**config.mk**
```make
export PLATFORM = sky130hd
export DESIGN_NAME = part_dpram_be
export DESIGN_NICKNAME = d
export VERILOG_FILES = /design/src/rtl/part_dpram_be_pkg.sv /design/src/rtl/part_dpram_clrseq.sv /design/src/rtl/part_dpram_be.sv
export SDC_FILE = /design/constraint.sdc
export NUM_CORES = 2
export LEC_CHECK = 0
export BUFFER_PORTS_ARGS = -buffer_cell sky130_fd_sc_hd__buf_4
export CELL_PAD_IN_SITES_DETAIL_PLACEMENT = 2
export CELL_PAD_IN_SITES_GLOBAL_PLACEMENT = 2
export CORE_UTILIZATION = 41
export DETAILED_ROUTE_END_ITERATION = 10
export PLACE_DENSITY_LB_ADDON = 0.2
export SLEW_MARGIN = 25
export SYNTH_ARGS = -nofsm -noshare
export SYNTH_HDL_FRONTEND = slang
export SYNTH_SLANG_ARGS = --single-unit
```
**constraint.sdc**
```tcl
create_clock -name clk -period 3.2 [get_ports clk]
set_clock_uncertainty 0.05 [all_clocks]
set_input_delay 0.48 -clock clk [delete_from_list [all_inputs] [get_ports clk]]
set_output_delay 0.48 -clock clk [all_outputs]
set_load 0.02 [all_outputs]
```
**src/rtl/part_dpram_be_pkg.sv**
```systemverilog
// Shared constants, clear-sequencer state type and the byte-lane merge helper
// for the byte-enabled true dual-port RAM.
package part_dpram_be_pkg;

    localparam int RDW_OLD = 0;
    localparam int RDW_NEW = 1;

    typedef enum logic {
        CLR_IDLE  = 1'b0,
        CLR_CLEAR = 1'b1
    } clr_state_t;

    function automatic logic [7:0] lane_pick(input logic [7:0] cur,
                                             input logic [7:0] wdata,
                                             input logic       en);
        return en ? wdata : cur;
    endfunction

endpackage

```
**src/rtl/part_dpram_clrseq.sv**
```systemverilog
// Post-reset clear sequencer: walks every word once, writing CLR_VAL, while
// holding busy so that both RAM ports are locked out.
//
// state     | meaning
// CLR_IDLE  | normal operation, ports own the array
// CLR_CLEAR | writing CLR_VAL to word cnt, port requests ignored
module part_dpram_clrseq
    import part_dpram_be_pkg::*;
#(
    parameter int              AW      = 5,
    parameter int              DW      = 32,
    parameter int              CLR_EN  = 1,
    parameter logic [DW-1:0]   CLR_VAL = '0
) (
    input  logic          clk,
    input  logic          reset_n,
    output logic          busy,
    output logic          clr_we,
    output logic [AW-1:0] clr_addr,
    output logic [DW-1:0] clr_data
);

    localparam clr_state_t RST_STATE = (CLR_EN != 0) ? CLR_CLEAR : CLR_IDLE;

    clr_state_t    state, state_nx;
    logic [AW-1:0] cnt, cnt_nx;

    always_ff @(posedge clk) begin
        if (!reset_n) begin
            state <= RST_STATE;
            cnt   <= '0;
        end else begin
            state <= state_nx;
            cnt   <= cnt_nx;
        end
    end

    always_comb begin
        state_nx = state;
        cnt_nx   = cnt;
        clr_we   = 1'b0;
        case (state)
            CLR_CLEAR: begin
                clr_we = reset_n;
                cnt_nx = cnt + AW'(1);
                if (cnt == {AW{1'b1}}) state_nx = CLR_IDLE;
            end
            default: ;
        endcase
    end

    assign busy     = (state == CLR_CLEAR);
    assign clr_addr = cnt;
    assign clr_data = CLR_VAL;

endmodule

```
**src/rtl/part_dpram_be.sv**
```systemverilog
// Single-clock true dual-port RAM with byte enables, port-A-wins same-address
// arbitration, selectable read-during-write result and optional output register.
module part_dpram_be
    import part_dpram_be_pkg::*;
#(
    parameter int            AW       = 5,
    parameter int            DW       = 32,
    parameter int            RDW_MODE = RDW_OLD,
    parameter int            OUT_REG  = 0,
    parameter int            CLR_EN   = 1,
    parameter logic [DW-1:0] CLR_VAL  = '0
) (
    input  logic            clk,
    input  logic            reset_n,
    input  logic [AW-1:0]   a_addr,
    input  logic [DW-1:0]   a_din,
    input  logic [DW/8-1:0] a_be,
    input  logic            a_wren,
    input  logic            a_rden,
    output logic [DW-1:0]   a_q,
    input  logic [AW-1:0]   b_addr,
    input  logic [DW-1:0]   b_din,
    input  logic [DW/8-1:0] b_be,
    input  logic            b_wren,
    input  logic            b_rden,
    output logic [DW-1:0]   b_q,
    output logic            busy,
    output logic            collision
);

    localparam int NB    = DW / 8;
    localparam int DEPTH = 1 << AW;

    if ((DW % 8) != 0 || DW == 0) begin : g_dw_check
        $error("part_dpram_be: DW must be a non-zero multiple of 8");
    end

    logic [DW-1:0] mem [DEPTH];

    logic          clr_we;
    logic [AW-1:0] clr_addr;
    logic [DW-1:0] clr_data;

    part_dpram_clrseq #(
        .AW(AW), .DW(DW), .CLR_EN(CLR_EN), .CLR_VAL(CLR_VAL)
    ) u_clrseq (
        .clk(clk), .reset_n(reset_n), .busy(busy),
        .clr_we(clr_we), .clr_addr(clr_addr), .clr_data(clr_data)
    );

    logic          ports_on, same_addr, a_rd_go, b_rd_go;
    logic [NB-1:0] a_lane, b_lane;
    logic [DW-1:0] a_new, b_new, a_rd, b_rd, a_r, b_r;

    assign ports_on  = reset_n && !busy;
    assign same_addr = (a_addr == b_addr);
    assign a_rd_go   = ports_on && a_rden;
    assign b_rd_go   = ports_on && b_rden;

    // Port A owns any lane it enables; B keeps only the leftover lanes on a shared word.
    assign a_lane = (ports_on && a_wren) ? a_be : '0;
    assign b_lane = (ports_on && b_wren) ? (b_be & ~(same_addr ? a_lane : '0)) : '0;

    always_comb begin
        a_new = mem[a_addr];
        b_new = mem[b_addr];
        for (int i = 0; i < NB; i++) begin
            a_new[8*i +: 8] = lane_pick(a_new[8*i +: 8], a_din[8*i +: 8], a_lane[i]);
            a_new[8*i +: 8] = lane_pick(a_new[8*i +: 8], b_din[8*i +: 8], b_lane[i] && same_addr);
            b_new[8*i +: 8] = lane_pick(b_new[8*i +: 8], b_din[8*i +: 8], b_lane[i]);
            b_new[8*i +: 8] = lane_pick(b_new[8*i +: 8], a_din[8*i +: 8], a_lane[i] && same_addr);
        end
    end

    assign a_rd = (RDW_MODE == RDW_NEW) ? a_new : mem[a_addr];
    assign b_rd = (RDW_MODE == RDW_NEW) ? b_new : mem[b_addr];

    always_ff @(posedge clk) begin
        if (clr_we) begin
            mem[clr_addr] <= clr_data;
        end else begin
            for (int i = 0; i < NB; i++) begin
                if (a_lane[i]) mem[a_addr][8*i +: 8] <= a_din[8*i +: 8];
                if (b_lane[i]) mem[b_addr][8*i +: 8] <= b_din[8*i +: 8];
            end
        end
    end

    always_ff @(posedge clk) begin
        if (!reset_n) begin
            a_r       <= '0;
            b_r       <= '0;
            collision <= 1'b0;
        end else begin
            if (a_rd_go) a_r <= a_rd;
            if (b_rd_go) b_r <= b_rd;
            collision <= ports_on && a_wren && b_wren && same_addr && ((a_be & b_be) != '0);
        end
    end

    if (OUT_REG != 0) begin : g_oreg
        logic          a_v, b_v;
        logic [DW-1:0] a_o, b_o;

        // The second stage only moves when the first stage loaded on the previous edge.
        always_ff @(posedge clk) begin
            if (!reset_n) begin
                a_v <= 1'b0;
                b_v <= 1'b0;
                a_o <= '0;
                b_o <= '0;
            end else begin
                a_v <= a_rd_go;
                b_v <= b_rd_go;
                if (a_v) a_o <= a_r;
                if (b_v) b_o <= b_r;
            end
        end

        assign a_q = a_o;
        assign b_q = b_o;
    end else begin : g_noreg
        assign a_q = a_r;
        assign b_q = b_r;
    end

endmodule

```
# After elaboration in Yosys (flattened, before gate mapping)

Memory sizes are Yosys's and may differ from the RTL's. A register that Yosys moved wholly into a read port is not among the register bits.
Cells that the tools add are included.

Register bits after elaboration: 7
RAM bits: 1024
Output and inout bits: 66
Memories: 1

Memory list:

| name | depth | bits a word | read ports | clocked after Yosys merged registers in | wr ports | line                | source |
|---|---|---|---|---|---|---|---|
| mem  | 32    | 32          | 2          | 2                                       | 2        | part_dpram_be.sv:38 | `logic [DW-1:0] mem [DEPTH];` |

Add/subtract/negate cells: 1
Eq/ne operators: 2
Multiplexer cells: 35
Bitwise operators: 3
Reductions and logical operators: 13

Operator list:

| cell                  | count |
|---|---|
| $mux W32              | 1 |
| $reduce_or A32 Y1     | 1 |
| $mux W1               | 29 |
| $mux W4               | 4 |
| $and A4 B4 Y4         | 2 |
| $logic_and A1 B1 Y1   | 8 |
| $add A5 B1 Y5 const B | 1 |
| $eq A5 B5 Y1          | 1 |
| $eq A5 B5 Y1 const B  | 1 |
| $mux W5               | 1 |
| $not A4 Y4            | 1 |
| $reduce_bool A4 Y1    | 1 |
| $logic_not A1 Y1      | 3 |

# Longest topological paths before layout

Word-level depth: 11
Gate-level depth with buffers: 9

# Hierarchy

From an unflattened synthesis, not the netlist that was laid out.

Cell total of the unflattened synthesis: 4346
Area, all modules: 65200.0 um^2

Modules (own cells, without submodules):

| module            | times used | cells an instance | area an instance (um^2) | seq. area each (um^2) |
|---|---|---|---|---|
| part_dpram_be     | 1          | 4286              | 64667.0                 | 32050.7 |
| part_dpram_clrseq | 1          | 60                | 533.0                   | 120.1 |

# Least setup slack after synthesis

OpenSTA, ideal clock, no wires.

Path kind: input -> register
From: input port a_be[2]
To: memory mem[17][10] (enable)
Setup time: 384 ps
Arrival time: 2652 ps
Setup slack: 114 ps
Stages on the path: 6
Cell sequence: clkbuf_1 o41ai_2 buf_2 mux2i_1 nand2_1 o21ai_0

RTL lines:

| what               | line                | source |
|---|---|---|
| start: declaration | part_dpram_be.sv:17 | `input logic [DW/8-1:0] a_be,` |
| end: declaration   | part_dpram_be.sv:38 |  |

==> impl_metrics.ini <==
[placed_design]
port_buffers = 153
post-place-ws_ns = -0.2038
place_hpwl_mm = 193.8
gp_congestion = 0.9506
place_area_um2 = 70100

[drt]
drtPass1Iterations = 6
wire_per_inst_um = 39.80
avgViaCountPerCell = 6.964
drt_iter0_markers = 6101
drt-total-wl_mm = 294.5
route.vias.total = 51530
drc = 0
antenna_left = 0

[synth]
yosys_warnings = 0
synth_ff_type = edfxtp_1
synth_top_area_share_pct = 47.64
synth.distinct_cells = 59
yosysTopAreaCell = edfxtp_1
synth_area_leaders = edfxtp_1, mux4_2, mux2i_1
syn_nets = 5151
syn_area_um2 = 64540
synth_cells = 5061
synth_area_per_cell_um2 = 12.75
yosys_register_bits = 1095
async_flop_share_pct = 0
synth_edf_count = 1024
yosysSeqAreaShare_pct = 49.84

[final_layout]
layout_commonest_cell = edfxtp_1
nets = 5317
multi_input_area_um2 = 30200
drive_gt1_share_pct = 31.31
n_fill_cell = 14970
layout_common_cells = edfxtp_1, nand2_1, buf_4, o21ai_0, mux2i_1
seq_area_um2 = 32170
syn2layout_area_growth_pct = 15.35
final_area_um2 = 74450

[hold_path]
whs_path_depth = 3
min_path_type = input pin to flop
hold_path_end = mem[29][2]$_DFFE_PP_
min_from = b_din[2]

[timing]
hold_viol = 0
post-route-period-util_pct = 95.18
fin_crit_ns = 3.046
max_slew_margin_pct = 25.84
rsz0062_at_grt = false
finalMaxSlewViolations = 0
setup_viol = 0
finalWorstSetupSlack_ns = 0.1543
fmax_mhz = 328.3
worstMarginPinSlew_ns = 1.105

[setup_path]
cp-startpoint = u_clrseq.busy$_SDFF_PN1_
r2r_slack_ns = 0.15
r2r-start = u_clrseq.busy$_SDFF_PN1_
crit_chain = buf_4 > nor2b_2 > nand2_1 > o41a_1 > nand3_2 > o21ai_1 > buf_4
worstPathMaxFanout = 13
max_stage_delay_ns = 0.76
cp_common_cell = buf_4
cp.required_ns = 3.64
reg2reg_depth = 7
startpoint_type = flop
critPathCaptureType = flop
critPathSlowestCell = o41a_1
setup.worst_path.class = flop to flop
reg2reg_to = mem[2][12]$_DFFE_PP_
arrival_ns = 3.49

[floorplanning]
rows = 145
die_y_um = 398.8
fp.coreArea_um2 = 156200
die_x_um = 398.8
initial_core_util_pct = 41.32
io_pins = 154
die-area_um2 = 159000

[flow_run]
max_cap_violations = 0

[clock_tree]
cts.sinks = 1095
cts_resized = 0
cts_tree = done
clock_latency_ns = 0.80
h-tree-depth = 4
cts-buffers-inserted = 133
clk_root_buffer_cell = clkbuf_16
clkSlewWorstSetupHoldPaths_ns = 0.06
cts_hold_buf = 0
cts_buffer_depth = 3
post-cts-setup-buffers = 0

[global_route]
use_met3_pct = 7.261
antenna_found_initial = 9
grt_pass1_wl_mm = 413.4
grtUsageMet2_pct = 57.61
grt_pass1_vias = 53440
grtUsageMet1_pct = 48.96
grt-ovfl-total = 0
track_usage_pct = 36.69
grt.busiest_layer = met2
grt_max_degree = 107

[power]
powerDensity_nw_per_um2 = 455.5
ir_drop_uv = 470.7
totalPowerFinal_mw = 33.91
p_leak_nw = 27.14

[outcome]
status = finished, final reports clean
stage by stage:
step	hold WS [ns]	setup TNS (ns)	util, %	std cells
after floorplan	0.4824	0	-	5061
after global placement	0.3908	-0.3329	44.87	7150
after detailed placement	0.3921	-1.895	44.88	7150
after CTS	0.1491	0	47.64	7395
after global routing	0.2007	0	47.65	7395
final	0.1848	0	47.66	7400
cell usage after synthesis (5+ instances only):
cell type / number
a211oi_1: 32
a21oi_1: 33
a221oi_1: 97
a22o_1: 97
a22oi_1: 128
a31o_1: 30
a31oi_1: 38
a41oi_1: 64
and2_0: 8
and2_1: 39
and3_1: 8
buf_1: 33
buf_2: 120
buf_4: 5
clkbuf_1: 419
dfxtp_1: 71
edfxtp_1: 1024
inv_1: 6
mux2_1: 68
mux2_2: 301
mux2_4: 160
mux2i_1: 388
mux4_2: 320
nand2_1: 640
nand2b_1: 8
nand3_1: 75
nor2_1: 20
nor2b_1: 39
nor3_1: 17
nor3_4: 21
o21ai_0: 501
o21ai_1: 35
o21bai_1: 28
o22ai_1: 93
o41ai_1: 34
xnor2_1: 7
registers in the layout, summed over array words and instances (netlist names):
signal / flops
u_clrseq.busy: 1
mem: 1024
a_q: 32
b_q: 32
u_clrseq.clr_addr: 5
collision: 1
how the worst max path moves through the flow:
stage,endpoint,cells after the start
final,mem[2][12]$_DFFE_PP_,7
after global routing,mem[2][13]$_DFFE_PP_,7
after CTS,mem[1][20]$_DFFE_PP_,6
after detailed placement,b_q[6]$_SDFFE_PN0P_,8
after global placement,b_q[6]$_SDFFE_PN0P_,8
after floorplan,mem[17][10]$_DFFE_PP_,6
routing by layer:
layer | routed length, um | share of wire (%) | vias to the layer above
li1 | - | - | 20320
met1 | 115700 | 39 | 27450
met2 | 136000 | 46 | 3052
met3 | 28450 | 9.7 | 696
met4 | 14270 | 4.8 | 8
met5 | 54 | 0.018 | -
power breakdown:
part,internal (mW),switching [mW]
sequential,15.5,0.0614
combinational,0.932,1.93
clock,8.87,6.62
total,25.3,8.60
cell families (layout without fill, tap and decap cells):
group	Yosys count	count (layout)	share of synthesized area, %
AOI/OAI and AO/OA	1220	1220	12.41
muxes	1237	1237	27.34
buffers and inverters	586	862	3.705
DFF	1095	1095	49.84
and+or+nand+nor	913	913	6.548
adders and majority gates	2	2	0.03876
other	0	5	0
xor gates and xnor gates	8	8	0.1086
critical path: cells and delay by family, from the launching register on:
kind | cells | cell delay (ns)
simple gates | 3 | 0.84
flops | 1 | 0.35
compound gates | 2 | 1.02
buf+inv | 2 | 0.47
area by class of cell:
cell class                 count  area share [%]
tap                         2058           3.459
inverter                       6         0.03025
antenna                        5         0.01681
clock inverter                70          0.8285
timing repair buffer         611           6.931
sequential                  1095           43.21
multi-input combinational   3380           40.57
clock buffer                 175           4.958
Power figures use the tool's default switching activity.
